==> src/rtl/free_list_pkg.sv <==
// Shared sizing and types for the rename free list. Dispatch branch
// checkpoints and the ROB use the same pointer and tag types.
package free_list_pkg;

  localparam int DEF_PHYS_REG_SZ = 64;
  localparam int DEF_ARCH_REG_SZ = 32;

  localparam int FL_DEPTH = DEF_PHYS_REG_SZ - DEF_ARCH_REG_SZ;
  localparam int PREG_W   = $clog2(DEF_PHYS_REG_SZ);
  localparam int FL_IDX_W = $clog2(FL_DEPTH);
  localparam int FL_PTR_W = FL_IDX_W + 1;

  // Head/tail pointer: slot index plus one wrap bit.
  typedef logic [FL_PTR_W-1:0] fl_ptr_t;

  // Physical register tag.
  typedef logic [PREG_W-1:0] preg_t;

endpackage

==> src/rtl/free_list.sv <==
// Circular FIFO of free physical-register tags. Dispatch pops tags at the
// head, retire pushes released tags at the tail, and a branch mispredict
// rolls the head back to a checkpoint so wrong-path tags become free again.
// DEPTH (PHYS_REG_SZ - ARCH_REG_SZ) must be a power of two so that pointer
// arithmetic wraps naturally.
module free_list
  import free_list_pkg::*;
#(
  parameter int PHYS_REG_SZ = DEF_PHYS_REG_SZ,
  parameter int ARCH_REG_SZ = DEF_ARCH_REG_SZ
) (
  input  logic                                        clock,
  input  logic                                        reset,
  input  logic                                        dequeue_en,
  output logic [$clog2(PHYS_REG_SZ)-1:0]              free_reg,
  input  logic                                        enqueue_en,
  input  logic [$clog2(PHYS_REG_SZ)-1:0]              enqueue_pr,
  input  logic                                        restore_en,
  input  logic [$clog2(PHYS_REG_SZ-ARCH_REG_SZ):0]    restore_ptr,
  output logic [$clog2(PHYS_REG_SZ-ARCH_REG_SZ):0]    head_ptr,
  output logic                                        empty,
  output logic                                        full,
  output logic [$clog2(PHYS_REG_SZ-ARCH_REG_SZ):0]    count,
  output logic                                        overflow
);

  localparam int DEPTH = PHYS_REG_SZ - ARCH_REG_SZ;
  localparam int PR_W  = $clog2(PHYS_REG_SZ);
  localparam int IDX_W = $clog2(DEPTH);
  localparam int PTR_W = IDX_W + 1;

  logic [PR_W-1:0]  mem_q [DEPTH];
  logic [PR_W-1:0]  mem_d [DEPTH];
  logic [PTR_W-1:0] head_q, head_d;
  logic [PTR_W-1:0] tail_q, tail_d;
  logic             overflow_q, overflow_d;

  logic             do_deq;
  logic             do_enq;
  logic             enq_req;
  logic [PTR_W-1:0] count_w;
  logic             empty_w;
  logic             full_w;

  // Occupancy flags from pre-edge pointers; the wrap bit separates full
  // from empty when the indices match.
  always_comb begin
    count_w = tail_q - head_q;
    empty_w = (count_w == '0);
    full_w  = (count_w == PTR_W'(DEPTH));
  end

  // Next-state: restore beats dequeue; a full list still accepts an
  // enqueue when a dequeue frees the head slot in the same cycle.
  always_comb begin
    mem_d      = mem_q;
    head_d     = head_q;
    tail_d     = tail_q;
    overflow_d = overflow_q;

    enq_req = enqueue_en && (enqueue_pr != '0);
    do_deq  = dequeue_en && !empty_w && !restore_en;
    do_enq  = enq_req && (!full_w || do_deq);

    if (enq_req && !do_enq) begin
      overflow_d = 1'b1;
    end

    if (do_enq) begin
      mem_d[tail_q[IDX_W-1:0]] = enqueue_pr;
      tail_d                   = tail_q + PTR_W'(1);
    end

    if (restore_en) begin
      head_d = restore_ptr;
    end else if (do_deq) begin
      head_d = head_q + PTR_W'(1);
    end
  end

  // State registers; reset reloads the tags above the architectural range
  // and marks every slot free.
  always_ff @(posedge clock or negedge reset) begin
    if (!reset) begin
      for (int i = 0; i < DEPTH; i++) begin
        mem_q[i] <= PR_W'(ARCH_REG_SZ + i);
      end
      head_q     <= '0;
      tail_q     <= PTR_W'(DEPTH);
      overflow_q <= 1'b0;
    end else begin
      mem_q      <= mem_d;
      head_q     <= head_d;
      tail_q     <= tail_d;
      overflow_q <= overflow_d;
    end
  end

  // Outputs are direct views of the current state, with no enqueue bypass.
  always_comb begin
    free_reg = mem_q[head_q[IDX_W-1:0]];
    head_ptr = head_q;
    count    = count_w;
    empty    = empty_w;
    full     = full_w;
    overflow = overflow_q;
  end

endmodule
==> config.mk <==
export PLATFORM = sky130hd
export DESIGN_NAME = free_list
export DESIGN_NICKNAME = d
export VERILOG_FILES = /design/src/rtl/free_list_pkg.sv /design/src/rtl/free_list.sv
export SDC_FILE = /design/constraint.sdc
export NUM_CORES = 1
export LEC_CHECK = 0
export CAP_MARGIN = 20
export CORE_MARGIN = 2
export CORE_UTILIZATION = 45
export CTS_CLUSTER_DIAMETER = 50
export DETAILED_ROUTE_END_ITERATION = 6
export MAX_ROUTING_LAYER = met4
export PLACE_DENSITY = 0.64
export RECOVER_POWER = 100
export SLEW_MARGIN = 10
export SYNTH_ARGS = -nofsm -noshare
export SYNTH_HDL_FRONTEND = slang
export SYNTH_SLANG_ARGS = --single-unit
==> constraint.sdc <==
create_clock -name clock -period 3 [get_ports clock]
set_clock_uncertainty 0.2 [all_clocks]
set_input_delay 0.6 -clock clock [delete_from_list [all_inputs] [get_ports clock]]
set_output_delay 0.6 -clock clock [all_outputs]
set_load 0.02 [all_outputs]
* Word level (Yosys, flattened, before mapping) *
Cells that the tools add are included.

storage, ports and cells
  flip-flop bits (word level) = 205
  input bits = 17
  output and inout port bits = 21
  word-level logic and storage cells = 66

cells by class
  $add $sub $neg = 3
  magnitude comparators = 3
  equal/unequal tests = 1
  mux-type cells = 8
  bitwise operators = 2
  reduce and logical (&&, ||, !) cells = 14

operators by type and width
  cell                 count
  $bwmux 192           1
  $bmux 6 s5           1
  $demux 6 s5          1
  $mux 6               5
  $add 6x1->6 const B  2
  $ge 6x6->1 const B   2
  $not 5->6            2
  $eq 6x6->1 const B   1
  $logic_and 1x1->1    6
  $logic_not 6->1      1
  $lt 6x1->1 const B   1
  $reduce_bool 6->1    1
  $sub 6x6->6          1
  $logic_not 1->1      4
  $reduce_bool 2->1    1
  $logic_or 1x1->1     1

* Depth between registers and ports, before layout *
  depth after elaboration = 9
  mapped depth = 12
  gate-level depth less buffers = 9

* Least setup slack after synthesis *
Ideal clock, no wire load.

  path type = reg-to-reg
  from = register head_q[2] (netlist: head_ptr[2])
  to = register mem_q[138] in the netlist's numbering
  library setup time = 0.125 ns
  arrival = 3.194 ns
  required time = 2.675 ns
  setup slack = -0.519 ns
  stages on the path, launching flop included = 11
  buffers on the path = 2
  period minus slack after synthesis = 3.519 ns
  path through = dfrtp_1 > clkbuf_1 > inv_1 > ha_1 > xnor2_1 > nor4_1 > mux2_2 > o2111a_1 > buf_6 > nor2_1 > mux2_2

between the ends
  longest elaborated chain between the ends = 7
  elaborated cells between the ends (all ways) = 9
  classes of those cells = 1 x add/sub; 1 x eq/ne; 7 x reduce/logical

RTL lines
  what                            line             text
  start: declaration              free_list.sv:34  logic [PTR_W-1:0] head_q, head_d;
  start signal: assignment        free_list.sv:88  head_q <= '0;
  start signal: assignment        free_list.sv:93  head_q <= head_d;
  $sub 6x6->6 (*)                 free_list.sv:48  count_w = tail_q - head_q;
  via count[2]                    free_list.sv:23  output logic [$clog2(PHYS_REG_SZ-ARCH_REG_SZ):0] count,
  $logic_not 6->1                 free_list.sv:49  empty_w = (count_w == '0);
  $logic_not 1->1                 free_list.sv:62  do_deq = dequeue_en && !empty_w && !restore_en;
  $logic_and 1x1->1 (2 in a row)  free_list.sv:62
  $logic_or 1x1->1 (*)            free_list.sv:63  do_enq = enq_req && (!full_w || do_deq);
  $logic_and 1x1->1 (*)           free_list.sv:63
  end signal: indexed assignment  free_list.sv:86  mem_q[i] <= PR_W'(ARCH_REG_SZ + i);
  end signal: assignment          free_list.sv:92  mem_q <= mem_d;
  end: declaration                free_list.sv:32  logic [PR_W-1:0] mem_q [DEPTH];

The timed path passes the listed nets; every way through them passes the cells marked *.
A chain may end at the register's enable or synchronous reset.

* Worst setup path after layout *
  from = register head_q[0] (netlist: head_ptr[0])
  to = output free_reg[0]

between the ends
  longest elaborated chain between the ends = 4

RTL lines
  what                                       line              text
  $not 5->6 (not written as such)            free_list.sv:101  free_reg = mem_q[head_q[IDX_W-1:0]];
  $bmux 6 s5                                 free_list.sv:101
  $mux 6 (not written as such) (2 in a row)  free_list.sv:101
  end: declaration                           free_list.sv:15   output logic [$clog2(PHYS_REG_SZ)-1:0] free_reg,

Every way passes these cells. The select of a mux whose other input is x is not followed.

==> summary.txt <==
GRT
  – Gr busiest metal: met2
  – Initial antenna violation count: 0
  – Vias in the first global route: 6866
  – First-pass GRT wire length: 42.4 mm
  – Grt met1 use: 33.5%
  – Met2 GRT Util: 34.7%
  – Grt ovf: 0
  – GR Util All Layers: 23.3%
  – GR Layer Usage met3: 4.05%
  – Largest net degree at the start of global routing: 69

Hold path
  – Hold path endpoint: overflow
  – Hold Path Depth: 1
  – Worst hold start: overflow
  – Worst Hold Class: reg2reg

Synthesis
  – Sequential fraction of the synthesis area: 49.5%
  – Distinct cells, synth: 53
  – YS warnings: 0
  – Syn Area/Cell: 15.7 sq um
  – Flops & latches, synth: 205
  – Post-synthesis xor/xnor area fraction: 0.987%
  – Post-synthesis mux area share: 35.2%
  – Fraction of registers with async set/reset: 100%
  – Mapped Cells: 680
  – Post-synthesis adder-cell area fraction: 1.36%
  – Main synth FF type: dfstp_2
  – Post-synth EDFFs: 0
  – Post-synth net total: 708
  – Compound-Gate Fraction of Synth Area: 1.63%
  – Largest family of logic cells by synthesized area: multiplexers
  – Area share of and/or/nand/nor cells after synthesis: 8.30%
  – Area of the mapped netlist: 10600 sq um

Routing
  – Post-DR vias/cell: 5.70
  – Drc violations: 0
  – DRT iter0 DRCs: 574
  – DRT antenna net count: 0
  – Via count: 6454
  – Wire length per cell: 24.5 microns
  – TritonRoute pass-1 iters: 4
  – Routed WL: 27.8 mm

Power
  – PwrDens: 1020 nW/um^2
  – Leakage power: 0.00595 uW
  – VDD IR-drop max: 527 uV

Setup path
  – Arrival @ worst endpoint: 2.64 ns
  – Crit path capture type: output pin
  – R2R setup slack: -0.24 ns
  – Worst r2r path cells: 12
  – Setup Crit Path Kind: reg2out
  – CP Max Fanout: 6
  – Startpoint types: flip-flop
  – CP Data Required Time: 2.20 ns
  – Reg2reg start: head_ptr[0]
  – Reg-to-reg endpoint: mem_q[172]

Finish
  – Most frequent cells in the layout: mux2_4 (166), dfstp_2 (113), dfrtp_1 (87)
  – Most common cell after layout, fill and taps aside: mux2_4
  – NumNets Final: 824
  – Layout cells sized above 1: 74.2%
  – Area Overhead vs Synth: 31.0%
  – N_diodes: 0

Outcome
  – Failing checks: capacitance limit, slew limit, setup timing
  – Status: complete, but fails checks

CTS
  – Clk buf depth: 3
  – Clock-pin slew on the worst setup and hold paths: 0.06 ns
  – Clock buffer count from CTS: 25
  – TritonCTS clock tree: done
  – Worst skew pair latency: 0.51 ns
  – H-tree depth: 1
  – Clk root buf: clkbuf_16
  – Clock sink count: 205

Die
  – Number of top-level pins: 38
  – Die Span X: 158 microns
  – Core region area: 23300 sq um
  – Starting Density: 45.6%
  – Die Area: 24900 sq um
  – Cell row count: 56
  – Height of the die: 158 microns

STA
  – Fin crit period: 3.44 ns
  – Setup TNS: -28.83 ns
  – Hold_ws: 0.273 ns
  – Max-slew headroom: -22.7%
  – Slew Limit Fails: 69
  – Finish-stage setup viols: 208
  – Post-route setup slack: -0.436 ns
  – Hold Violations, Final: 0
  – FMAX: 0.291 GHz
  – Tcrit/Tclk final: 115%
  – Slew @ Worst Pin: 1.84 ns
  – RSZ-0062 raised after global routing: yes

Place
  – HPWL Detailed: 17.4 mm
  – Gp weighted congestion: 0.890
  – Port bufs: 37

Flow run
  – Max Cap Viol: 1
[where the power goes]
part,internal (uW),switching [uW]
registers,4280,680
clock network,1910,1200
logic,3530,2600
[state kept, by name, summed over array words and instances, names as in the netlist]
register and count:
mem_q 192, tail_q 6, head_ptr 6, overflow 1
[layout make-up]
class / instances / area [sq um]
clock inverters: 12 / 163
flip-flops and latches: 205 / 5280
clock buffers: 32 / 692
well taps: 319 / 399
fillers: 1685 / 9390
inverters: 12 / 45.0
repair buffers: 136 / 1500
multi-input cells: 416 / 5860
[critical path, cell delays in order (launching register included)]
cell and delay, ns:
dfrtp_4 0.49, buf_4 0.14, buf_12 0.13, mux4_2 0.55
mux4_2 0.53, nand2_4 0.11, nand2_2 0.05, buf_6 0.12
[worst max-delay path by stage]
stage	startpoint	endpoint	slack [ns]
floorplan	head_ptr[1]	mem_q[122]	-0.02
global placement	head_ptr[0]	free_reg[0]	-0.34
detailed placement	head_ptr[0]	full	-0.38
CTS	head_ptr[0]	free_reg[2]	-0.46
global route	head_ptr[0]	free_reg[2]	-0.48
finish	head_ptr[0]	free_reg[0]	-0.44
[cell families (layout without fill, tap and decap cells)]
| kind of cell | count (synthesis) | after routing |
|---|---|---|
| adder cells (fa/ha/maj) | 11 | 11 |
| multiplexers | 255 | 255 |
| AND/OR/NAND/NOR | 114 | 114 |
| buffers and inverters | 60 | 192 |
| XOR/XNOR | 12 | 12 |
| flip-flops | 205 | 205 |
| AO/OA/AOI/OAI | 23 | 24 |
[routing by layer]
layer  wire, microns  share of wire (%)  vias to the layer above
met5               0                  0                        -
met4             507                1.8                        0
met3            1790                6.5                       44
met2           12900                 46                      186
met1           12600                 45                     3445
li1                -                  -                     2779
[synthesized netlist by cell type, types with 2 or more instances]
| cell | count | area share, % |
|---|---|---|
| mux2_2 | 139 | 15 |
| dfstp_2 | 113 | 28 |
| dfrtp_1 | 92 | 22 |
| mux4_2 | 60 | 13 |
| mux2_4 | 54 | 7.6 |
| nand2_1 | 29 | 1.0 |
| clkbuf_1 | 24 | 0.85 |
| nand3_1 | 22 | 1.0 |
| nor2_1 | 16 | 0.56 |
| inv_1 | 12 | 0.42 |
| ha_1 | 10 | 1.2 |
| nand4_4 | 10 | 2.0 |
| nor2_8 | 9 | 1.7 |
| xnor2_1 | 9 | 0.74 |
| buf_2 | 6 | 0.28 |
| dlygate4sd1_1 | 6 | 0.49 |
| a21oi_1 | 4 | 0.19 |
| and3_1 | 4 | 0.24 |
| nand4_2 | 4 | 0.47 |
| o21ai_0 | 4 | 0.19 |
| buf_1 | 3 | 0.11 |
| buf_6 | 3 | 0.32 |
| clkbuf_4 | 3 | 0.21 |
| nor3b_1 | 3 | 0.21 |
| or4_1 | 3 | 0.21 |
| xor2_1 | 3 | 0.25 |
| a31oi_1 | 2 | 0.12 |
| buf_4 | 2 | 0.14 |
| mux2i_1 | 2 | 0.19 |
| nand2b_1 | 2 | 0.12 |
| nand4_1 | 2 | 0.12 |
| nor3_1 | 2 | 0.094 |
| nor4_1 | 2 | 0.12 |
| or3_1 | 2 | 0.12 |
[what timing repair did]
action                                  4_1_cts  5_1_grt
pin swaps                                    30       30
hold buffers                                  1        0
endpoints found under the setup margin      202      217
gates resized for setup                     165      101
setup buffers                                16       17
hold endpoints to repair                     33        0
gates cloned                                  5        0
[through the flow]
step	instances	utilization, %	cell area [sq um]	setup WS, ns	total power, uW
after floorplan	680	-	10800	-0.0173	8110
after global placement	1050	50.9	11900	-0.338	9700
after detailed placement	1050	50.9	11900	-0.380	9870
after CTS	1116	57.7	13500	-0.455	13700
after global routing	1132	59.8	13900	-0.477	14800
final	1132	59.8	13900	-0.436	14200
Power figures use the tool's default switching activity.
